File: config.mk
export PLATFORM = sky130hd
export DESIGN_NAME = zkbdmus_ng
export DESIGN_NICKNAME = d
export VERILOG_FILES = /design/src/rtl/zkbdmus_ng.sv
export SDC_FILE = /design/constraint.sdc
export NUM_CORES = 1
export LEC_CHECK = 0
export ABC_AREA = 1
export CAP_MARGIN = 40
export CORE_MARGIN = 3
export CORE_UTILIZATION = 49
export CTS_CLUSTER_SIZE = 24
export DETAILED_ROUTE_END_ITERATION = 7
export HOLD_SLACK_MARGIN = 0.1
export PLACE_DENSITY = 0.88
export SKIP_LAST_GASP = 1
export SLEW_MARGIN = 40
export SYNTH_ARGS = -nofsm -noshare
export SYNTH_HDL_FRONTEND = slang
export SYNTH_SLANG_ARGS = --single-unit
File: constraint.sdc
create_clock -name fclk -period 2 [get_ports fclk]
set_clock_uncertainty 0.1 [all_clocks]
set_input_delay 0.2 -clock fclk [delete_from_list [all_inputs] [get_ports fclk]]
set_output_delay 0.2 -clock fclk [all_outputs]
set_load 0.05 [all_outputs]
File: src/rtl/zkbdmus_ng.sv
// Keyboard, mouse and joystick data hub for the zports read path.
// Latches slavespi input state and buffers key-scan events in a small FIFO.
module zkbdmus_ng #(
  parameter int ROWS       = 8,
  parameter int COLS       = 5,
  parameter int FIFO_DEPTH = 8
) (
  input  logic                 fclk,
  input  logic                 rst_n,
  input  logic [ROWS*COLS-1:0] kbd_in,
  input  logic                 kbd_stb,
  input  logic [7:0]           mus_in,
  input  logic                 mus_dxstb,
  input  logic                 mus_dystb,
  input  logic                 mus_btnstb,
  input  logic                 kj_stb,
  input  logic [7:0]           ev_in,
  input  logic                 ev_stb,
  input  logic                 ev_pop,
  input  logic [7:0]           zah,
  output logic [COLS-1:0]      kbd_data,
  output logic [7:0]           mus_data,
  output logic [4:0]           kj_data,
  output logic [7:0]           ev_data,
  output logic                 ev_empty,
  output logic                 ev_full,
  output logic                 ev_ovf
);

  localparam int AW = (FIFO_DEPTH > 1) ? $clog2(FIFO_DEPTH) : 1;
  localparam int CW = AW + 1;

  logic [ROWS*COLS-1:0] kbd;
  logic [7:0]           musx;
  logic [7:0]           musy;
  logic [7:0]           musbtn;

  logic [7:0]           mem [FIFO_DEPTH];
  logic [AW-1:0]        rdptr;
  logic [AW-1:0]        wrptr;
  logic [CW-1:0]        count;

  logic pop_ok;
  logic push_ok;
  logic push_drop;

  always_ff @(posedge fclk or negedge rst_n) begin
    if (!rst_n) begin
      kbd     <= '0;
      musx    <= 8'h00;
      musy    <= 8'h00;
      musbtn  <= 8'hFF;
      kj_data <= 5'h00;
    end else begin
      if (kbd_stb)    kbd     <= kbd_in;
      if (mus_dxstb)  musx    <= musx + mus_in;
      if (mus_dystb)  musy    <= musy + mus_in;
      if (mus_btnstb) musbtn  <= mus_in;
      if (kj_stb)     kj_data <= mus_in[4:0];
    end
  end

  // A full FIFO still takes a push when a pop frees a slot in the same cycle.
  always_comb begin
    pop_ok    = ev_pop && (count != '0);
    push_ok   = ev_stb && ((count != CW'(FIFO_DEPTH)) || pop_ok);
    push_drop = ev_stb && !push_ok;
  end

  always_ff @(posedge fclk or negedge rst_n) begin
    if (!rst_n) begin
      rdptr  <= '0;
      wrptr  <= '0;
      count  <= '0;
      ev_ovf <= 1'b0;
    end else begin
      if (pop_ok)  rdptr <= rdptr + AW'(1);
      if (push_ok) wrptr <= wrptr + AW'(1);
      if (push_ok && !pop_ok)      count <= count + CW'(1);
      else if (pop_ok && !push_ok) count <= count - CW'(1);
      if (push_drop)   ev_ovf <= 1'b1;
      else if (pop_ok) ev_ovf <= 1'b0;
    end
  end

  // Storage has no reset; clearing the pointers and count discards it.
  always_ff @(posedge fclk) begin
    if (push_ok) mem[wrptr] <= ev_in;
  end

  assign ev_empty = (count == '0);
  assign ev_full  = (count == CW'(FIFO_DEPTH));
  assign ev_data  = ev_empty ? 8'h00 : mem[rdptr];

  always_comb begin
    kbd_data = '1;
    for (int c = 0; c < COLS; c++) begin
      for (int r = 0; r < ROWS; r++) begin
        if (!zah[r] && kbd[r + ROWS*c]) kbd_data[COLS-1-c] = 1'b0;
      end
    end
  end

  always_comb begin
    if (!zah[0])     mus_data = musbtn;
    else if (!zah[2]) mus_data = musx;
    else              mus_data = musy;
  end

endmodule

==> results.rst, run 1 <==
.. list-table::
   :header-rows: 1

   * - Metric
     - Value
   * - Run status
     - finished with violations
   * - Failing checks
     - setup timing
   * - Fill count
     - about 900
   * - Detailed Place HPWL
     - 11.2 mm
   * - Row Count
     - 42
   * - GR Overflow Total
     - 0
   * - Worst supply voltage drop on vdd
     - 0.000753 V
   * - Number of distinct library cell variants in the gate-level netlist after synthesis
     - 33
   * - Post-Syn Area per Cell
     - 9.72 µm²
   * - Footprint of the flip-flops and latches
     - between 3000 and 4000 µm²
   * - Iteration-0 DRC count of the detailed router
     - 382
   * - Int Pwr
     - just under 8000 µW
   * - Post-Route Hold Slack
     - 182 ps
   * - Initial antenna violation count
     - 0
   * - Top-level port count
     - slightly above 100
   * - Fin crit period
     - 2140 ps
   * - Power per cell area
     - 1380 nW/µm²
   * - Ratio of final minimum period to clock period
     - 107%
   * - Count of nets after finishing
     - 940
   * - Seq/Total Area, Yosys
     - approximately three fifths
   * - Worst slew margin
     - between 50 and 60%
   * - Die outline area
     - 15,200 µm²
   * - CP Launch Type
     - register
   * - Number of clock buffers inserted by TritonCTS
     - 17
   * - Number of global-route vias before repair
     - 5,650
   * - Length of the first detailed-routing pass in iterations
     - 6
   * - TritonCTS clock tree
     - done
   * - Most common cell after layout, fill and taps aside
     - nand2_1
   * - Portion of total power attributed to sequential cells
     - 31.9%
   * - Endpoint kind of the worst setup timing path
     - output port
   * - Post-synth design cell area
     - 6740 µm²
   * - Number of sinks handled by clock tree synthesis
     - 144
   * - Synthesis Warnings
     - 0
   * - Antenna-violating nets left
     - 0
   * - Total wirelength of the detailed-routed design
     - 17.1 mm
   * - Switching power
     - roughly 4900 µW
   * - Area of all placed cells without fillers
     - roughly 9200 µm²
   * - Fraction of power consumed by combinational cells
     - 44.9%
   * - # H-tree levels
     - 4
   * - Register clock-pin slew on the reported worst setup and hold paths
     - 60 ps
   * - Number of inserted diodes
     - 0
   * - Mapped Cells
     - 693
   * - Routability Congestion
     - 0.867
   * - Clk buf depth
     - 2
   * - Leading cell types in the layout, fill and taps excluded
     - 135 x nand2_1, 77 x nor2_1, 76 x clkdlybuf4s50_1, 72 x inv_1, 70 x dfrtp_1
   * - Vias after detailed routing
     - 5,547
   * - Measured slew at the worst slew-check pin
     - 681 ps
   * - Critical Path RT
     - roughly 1700 ps
   * - Maximum achievable frequency
     - around 0.47 GHz
   * - Maximum number of pins on one net before global-route repair
     - 47
   * - Avg WL per Cell
     - 16.5 µm
   * - Placed instance area
     - around 8400 µm²
   * - Part of the total power dissipated in the clock network
     - 23.2%
   * - Switching part of the total
     - roughly 39%
   * - Wire length of the first global-routing pass
     - between 20 and 30 mm
   * - Clk_lat worst skew
     - ~430 ps
   * - Worst setup path class
     - register to output port
   * - Number of remaining DRC errors
     - 0
   * - RSZ-0062 raised after global routing
     - yes
   * - Biggest fanout along the worst timing path
     - 16
   * - Number of max-cap violations
     - 0
   * - Slew Limit Fails
     - 0
   * - Final setup margin
     - -140 ps
   * - Area occupied by multi-input gates
     - 2470 µm²
   * - Setup-failing EPs final
     - 8
   * - Core Box Area
     - 13,300 µm²
   * - Hold/Removal Path Class
     - input port to register
   * - Starting density of the core
     - about half
   * - Static leakage
     - ~0.0040 µW
   * - Layout overhead on the synthesized area
     - 36.1%
   * - Vias per cell
     - 5.36
   * - Register bit count reported by yosys
     - around 140
   * - Syn nets
     - 788
   * - Die boundary height
     - ~120 µm
   * - Floorplan die width
     - approximately 120 µm
   * - Buffer cell driving the clock tree root
     - clkbuf_16
   * - GRT Total Usage
     - 23.4%
   * - IO buf count
     - 101
   * - Design Power
     - 12,700 µW
   * - Data arrival, critical path
     - 1840 ps
   * - Endpoints failing hold
     - 0
   * - Proportion of layout cells with a drive suffix above 1
     - 19.0%
-- Yosys cell counts (all sizes together) --
cell type	count	area, µm²
a21oi	14	70.1
and2	3	18.8
buf	16	92.6
clkbuf	7	27.5
clkinv	1	3.75
dfrtp	72	1800
dfstp	8	210
edfxtp	64	1920
fa	3	60.1
ha	19	238
inv	78	293
mux2	19	214
nand2	137	514
nand3	19	95.1
nand3b	4	30.0
nand4	1	6.26
nor2	84	315
nor3	4	20.0
nor4	2	12.5
o2111ai	4	35.0
o211ai	8	60.1
o21ai	90	450
o22ai	23	144
or2	5	31.3
xnor2	5	43.8
xor2	3	26.3
-- per-layer routing --
| metal | GRT usage, % | part of all wire, % | vias to the layer above |
|---|---|---|---|
| met5 | 0 | 0 | - |
| met4 | 10.7 | 2.6 | 0 |
| met3 | 5.86 | 6.7 | 44 |
| met2 | 40.9 | 51 | 242 |
| met1 | 27.1 | 40 | 2626 |
| li1 | - | - | 2635 |
-- power groups by stage --
| stage | Sequential (µW) | Combinational [µW] | Clock (µW) |
|---|---|---|---|
| final | 4040 | 5680 | 2930 |
| after global routing | 4090 | 6150 | 3090 |
| after CTS | 4030 | 5440 | 2970 |
| after detailed placement | 4050 | 5140 | 0 |
| after global placement | 4020 | 4960 | 0 |
| after floorplan | 3990 | 3220 | 0 |
-- kinds of logic after synthesis --
group                    Yosys count  synth area share (%)
AO/OA/AOI/OAI                    139                  11.3
XOR/XNOR                           8                  1.04
adder cells (fa/ha/maj)           22                  4.42
buffers and inverters            102                  6.19
flip-flops                       144                  58.4
multiplexers                      19                  3.18
AND/OR/NAND/NOR                  259                  15.5
-- final timing paths --
path                           from         end  slack (ps)  depth (start not counted)
setup / recovery           rdptr[0]  ev_data[2]        -140                          8
min in group asynchronous     rst_n     kbd[26]         220                          2
hold reg to reg              ev_ovf      ev_ovf         380                          2
setup reg to reg           count[0]    count[3]          60                         12
max in group asynchronous     rst_n    rdptr[0]         980                          3
hold / removal              kbd_stb      kbd[5]         180                          3
-- registers in the layout, summed over array words and instances, names as in the netlist --
register and flops:
mem 64, kbd 40, musbtn 8, musx 8
musy 8, kj_data 5, count 4, rdptr 3
wrptr 3, ev_ovf 1
-- repair_timing --
item	4_1_cts	5_1_grt
setup endpoints to repair	9	19
hold buffers	1	0
hold endpoints to repair	43	0
gates resized for setup	16	19
buffers inserted	3	7
gates cloned	1	0
pin swaps	7	13
-- through the flow --
| stage | utilization, % | TNS [ps] | worst slack [ps] | std cells |
|---|---|---|---|---|
| after floorplan | - | 0 | 1.27 | 693 |
| after global routing | 68.7 | -1600 | -227 | 1034 |
| after global placement | 63.0 | -288 | -115 | 990 |
| after detailed placement | 63.0 | -2010 | -179 | 990 |
| after CTS | 67.9 | -744 | -128 | 1027 |
| final | 68.7 | -923 | -140 | 1034 |
-- critical path: stages (launching register included) --
cell and delay (ps):
dfrtp_2 470, buf_12 170, nor2_1 50, nor2_1 110, o21ai_1 90, o211ai_1 100, nand2_1 100, nor2_2 150
buf_12 150
-- cell type report --
class | instances | share of cell area [%]
clock buffer | 17 | 4.64
clock inverter | 15 | 1.34
inverter | 79 | 3.32
multi-input combinational | 447 | 26.9
sequential | 144 | 43.0
tap | 176 | 2.40
timing repair buffer | 156 | 18.4
(Power assumes the default switching activity.)
==> inputs of run 2 (changes only) <==
ABC_AREA = unset   (was 1)
==> run 2 against run 1 <==
  * The flow still finishes with violations (setup timing)
  * Largest power group unchanged
  * Area after synthesis fell by 0.80%
  * Sequential cell count did not move
  * Critical endpoint is now ev_data[4]
  * Wire length fell by 4.9%
  * Via count fell by 13%
  * Sequential power rose by 2%
  * Highest routed layer unchanged
  * Die area fell by 0.76%
  * Clock power rose by 8.2%
  * Final cell count fell by 14%
==> results.rst, run 2 <==
.. list-table::
   :header-rows: 1

   * - Metric
     - Value
   * - Flip-flop count of the largest register, all copies and words added
     - 64 (unchanged)
   * - CP Launch Point
     - rdptr[0] (unchanged)
   * - Setup-failing EPs final
     - 10 (was 8)
   * - RSZ-0062 raised after global routing
     - yes (unchanged)
   * - Setup slack of the most critical reg-to-reg path
     - -190 ps (was 60 ps)
   * - Layout overhead on the synthesized area
     - 38.4% (was 36.1%)
   * - Leading cell types in the layout, fill and taps excluded
     - 74 x clkdlybuf4s50_1, 69 x dfrtp_1, 66 x buf_4, 64 x edfxtp_1, 53 x nand2_1 (was 135 x nand2_1, 77 x nor2_1, 76 x clkdlybuf4s50_1, 72 x inv_1, 70 x dfrtp_1)
   * - Routability Congestion
     - 0.843 (was 0.867)
   * - GRT Total Usage
     - 22.3% (was 23.4%)
   * - Ratio of final minimum period to clock period
     - 114% (was 107%)
   * - Met3 demand-to-capacity share in global routing
     - 5.99% (was 5.86%)
   * - Reg with most FFs
     - mem (unchanged)
   * - Failing checks
     - setup timing (unchanged)
   * - Worst slew margin
     - 59.7% (was 54.6%)
   * - Synthesis Warnings
     - 0 (unchanged)
   * - TritonCTS clock tree
     - done (unchanged)
   * - Worst setup path class
     - register to output port (unchanged)
   * - Post-Syn Area per Cell
     - 12.4 µm² (was 9.72 µm²)
   * - Number of synthesized flops with an enable pin
     - 64 (unchanged)
   * - Fill count
     - 875 (unchanged)
   * - Mapped Cells
     - 538 (was 693)
   * - Row Count
     - 42 (unchanged)
   * - Initial antenna violation count
     - 0 (unchanged)
   * - Clk_lat worst skew
     - 420 ps (was 430 ps)
   * - Largest registers
     - mem: 64 flops, kbd: 40 flops (unchanged)
   * - Worst supply voltage drop on vdd
     - 0.000700 V (was 0.000753 V)
   * - Die outline area
     - 15,100 µm² (was 15,200 µm²)
   * - Wire length of the first global-routing pass
     - 25.2 mm (was 27.1 mm)
   * - Syn nets
     - 633 (was 788)
   * - Number of global-route vias before repair
     - 5,110 (was 5,650)
   * - Data arrival, critical path
     - 1980 ps (was 1840 ps)
   * - Post-Route Hold Slack
     - 145 ps (was 182 ps)
   * - Run status
     - finished with violations (unchanged)
   * - Dominant register cell in the synthesized netlist
     - dfrtp_1 (unchanged)
   * - Maximum number of pins on one net before global-route repair
     - 81 (was 47)
   * - Top Usage Layer GRT
     - met2 (unchanged)
   * - Power per cell area
     - 1390 nW/µm² (was 1380 nW/µm²)
   * - Iteration-0 DRC count of the detailed router
     - 514 (was 382)
   * - Commonest cells in the netlist
     - 72 x dfrtp_1, 64 x edfxtp_1, 54 x nand2_1 (was 137 x nand2_1, 84 x nor2_1, 77 x inv_1)
   * - Reg2Reg Capture Point
     - count[3] (unchanged)
   * - Area of all placed cells without fillers
     - 9240 µm² (was 9160 µm²)
   * - Measured slew at the worst slew-check pin
     - 604 ps (was 681 ps)
   * - Count of nets after finishing
     - 796 (was 940)
   * - Final setup margin
     - -279 ps (was -140 ps)
   * - Setup crit end
     - ev_data[4] (was ev_data[2])
   * - Floorplan die width
     - 123 µm (about the same)
   * - Instance count after placement with tap cells included
     - 851 (was 990)
   * - Length of the first detailed-routing pass in iterations
     - 4 (was 6)
   * - Final cell count without fillers
     - 888 (was 1,034)
   * - IO buf count
     - 101 (unchanged)
   * - Slew Limit Fails
     - 0 (unchanged)
   * - Cell with the most instances after synthesis
     - dfrtp_1 (was nand2_1)
   * - Die boundary height
     - 123 µm (about the same)
   * - Number of distinct library cell variants in the gate-level netlist after synthesis
     - 52 (was 33)
   * - # H-tree levels
     - 4 (unchanged)
   * - Critical Path RT
     - 1700 ps (about the same)
   * - Number of clock buffers inserted by TritonCTS
     - 17 (unchanged)
   * - Core Box Area
     - 13,300 µm² (about the same)
   * - Number of inserted diodes
     - 0 (unchanged)
   * - Buffer cell driving the clock tree root
     - clkbuf_16 (unchanged)
   * - Vias per cell
     - 5.42 (was 5.36)
   * - Biggest fanout along the worst timing path
     - 9 (was 16)
   * - Number of remaining DRC errors
     - 0 (unchanged)
   * - Register bit count reported by yosys
     - 144 (unchanged)
   * - Most common cell after layout, fill and taps aside
     - clkdlybuf4s50_1 (was nand2_1)
   * - Area share of the largest cell type after synthesis
     - 28.8% (was 28.5%)
   * - Avg WL per Cell
     - 18.3 µm (was 16.5 µm)
   * - Register clock-pin slew on the reported worst setup and hold paths
     - 60 ps (about the same)
   * - Fin crit period
     - 2280 ps (was 2140 ps)
   * - Number of max-cap violations
     - 0 (unchanged)
   * - Top-level port count
     - 102 (unchanged)
   * - Static leakage
     - 0.00386 µW (was 0.00400 µW)
   * - Seq/Total Area, Yosys
     - 58.9% (was 58.4%)
   * - Endpoint kind of the worst setup timing path
     - output port (unchanged)
   * - Cell type with the largest total area after synthesis
     - edfxtp_1 (unchanged)
   * - Total wirelength of the detailed-routed design
     - 16.2 mm (was 17.1 mm)
   * - Detailed Place HPWL
     - 11.2 mm (about the same)
   * - CP Launch Type
     - register (unchanged)
   * - Synth area leaders
     - edfxtp_1 29%, dfrtp_1 27%, mux4_2 5.4%, ha_1 3.6%, o21ai_0 3.5% (was edfxtp_1 29%, dfrtp_1 27%, nand2_1 7.6%, o21ai_0 4.8%, nor2_1 4.7%)
   * - Post-synth design cell area
     - 6680 µm² (was 6740 µm²)
   * - Endpoints failing hold
     - 0 (unchanged)
   * - Hold Startpoint
     - mus_in[1] (was kbd_stb)
   * - Met2 global-route usage
     - 39.1% (was 40.9%)
   * - Synth async-reset ratio
     - 55.6% (unchanged)
   * - Number of sinks handled by clock tree synthesis
     - 144 (unchanged)
   * - Proportion of layout cells with a drive suffix above 1
     - 28.5% (was 19.0%)
   * - GR Overflow Total
     - 0 (unchanged)
   * - Cells on worst reg2reg path
     - 11 (was 12)
   * - Maximum achievable frequency
     - 0.439 GHz (was 0.467 GHz)
   * - Reg-to-reg startpoint
     - count[2] (was count[0])
   * - Placed instance area
     - 8460 µm² (was 8410 µm²)
   * - Post-Place Setup Slack
     - -380 ps (was -179 ps)
   * - Met1 track utilization from global routing
     - 25.8% (was 27.1%)
   * - Starting density of the core
     - 50.3% (was 50.5%)
   * - Hold/Removal Path Class
     - input port to register (unchanged)
   * - Vias after detailed routing
     - 4,813 (was 5,547)
   * - Clk buf depth
     - 2 (unchanged)
   * - Antenna-violating nets left
     - 0 (unchanged)
[run 2: worst min path at each step]
stage	slack, ps	cells after the start	to
2_1_floorplan	-200	0	count[0]
3_3_place_gp	90	1	count[2]
3_5_place_dp	90	1	rdptr[0]
4_1_cts	180	2	count[2]
5_1_grt	140	2	musbtn[1]
6_report	150	2	kj_data[1]
[run 2: area by class of cell]
type                            count  area (µm²)  share of cell area [%]
Clock inverter                     13         161                    1.75
Multi-Input combinational cell    322        2610                    28.3
Timing Repair Buffer              166        1700                    18.3
Sequential cell                   144        3940                    42.6
Inverter                           50         190                    2.06
Tap cell                          176         220                    2.38
Clock buffer                       17         425                    4.60
[run 2: report_power, final]
part / leakage [µW] / internal (µW) / switching [µW] / total (µW)
registers: 0.00153 / 3700 / 439 / 4140
clock network: 0.000280 / 1950 / 1220 / 3170
logic: 0.00205 / 2680 / 2860 / 5550
total: 0.00386 / 8330 / 4520 / 12900
[run 2: layer usage]
metal / wire length (µm) / share of wire, % / vias up
li1: - / - / 2264
met1: 6110 / 38 / 2369
met2: 8840 / 54 / 147
met3: 894 / 5.5 / 33
met4: 380 / 2.3 / 0
met5: 0 / 0 / -
[run 2: what timing repair did]
action                                 in CTS  in global routing
hold buffers                                1                  0
pin swaps                                   3                  4
cloned                                      0                  1
resized for setup                           2                 32
endpoints found under the hold margin      75                  0
setup endpoints to repair                  11                 87
setup buffers                               3                  4
[run 2: worst max-delay path, stage by stage (launching register included)]
cell	delay (ps)
dfrtp_2	440
buf_12	160
mux4_2	520
mux2i_1	160
nor2_1	80
buf_4	190
[run 2: through the flow]
stage | setup TNS (ps) | util (%) | total power, µW
after floorplan | -2950 | - | 7430
after global placement | -1670 | 63.6 | 9070
after detailed placement | -2580 | 63.6 | 9330
after CTS | -2390 | 68.3 | 12600
after global routing | -3030 | 69.5 | 13500
final | -2100 | 69.5 | 12900
[run 2: kinds of logic after synthesis]
| kind of cell | Yosys count | synth area share [%] |
|---|---|---|
| compound gates | 118 | 10.9 |
| xor+xnor | 14 | 1.84 |
| fa+ha+maj | 22 | 4.46 |
| buf+inv | 72 | 4.53 |
| flops | 144 | 58.9 |
| mux | 54 | 11.6 |
| simple gates | 114 | 7.85 |
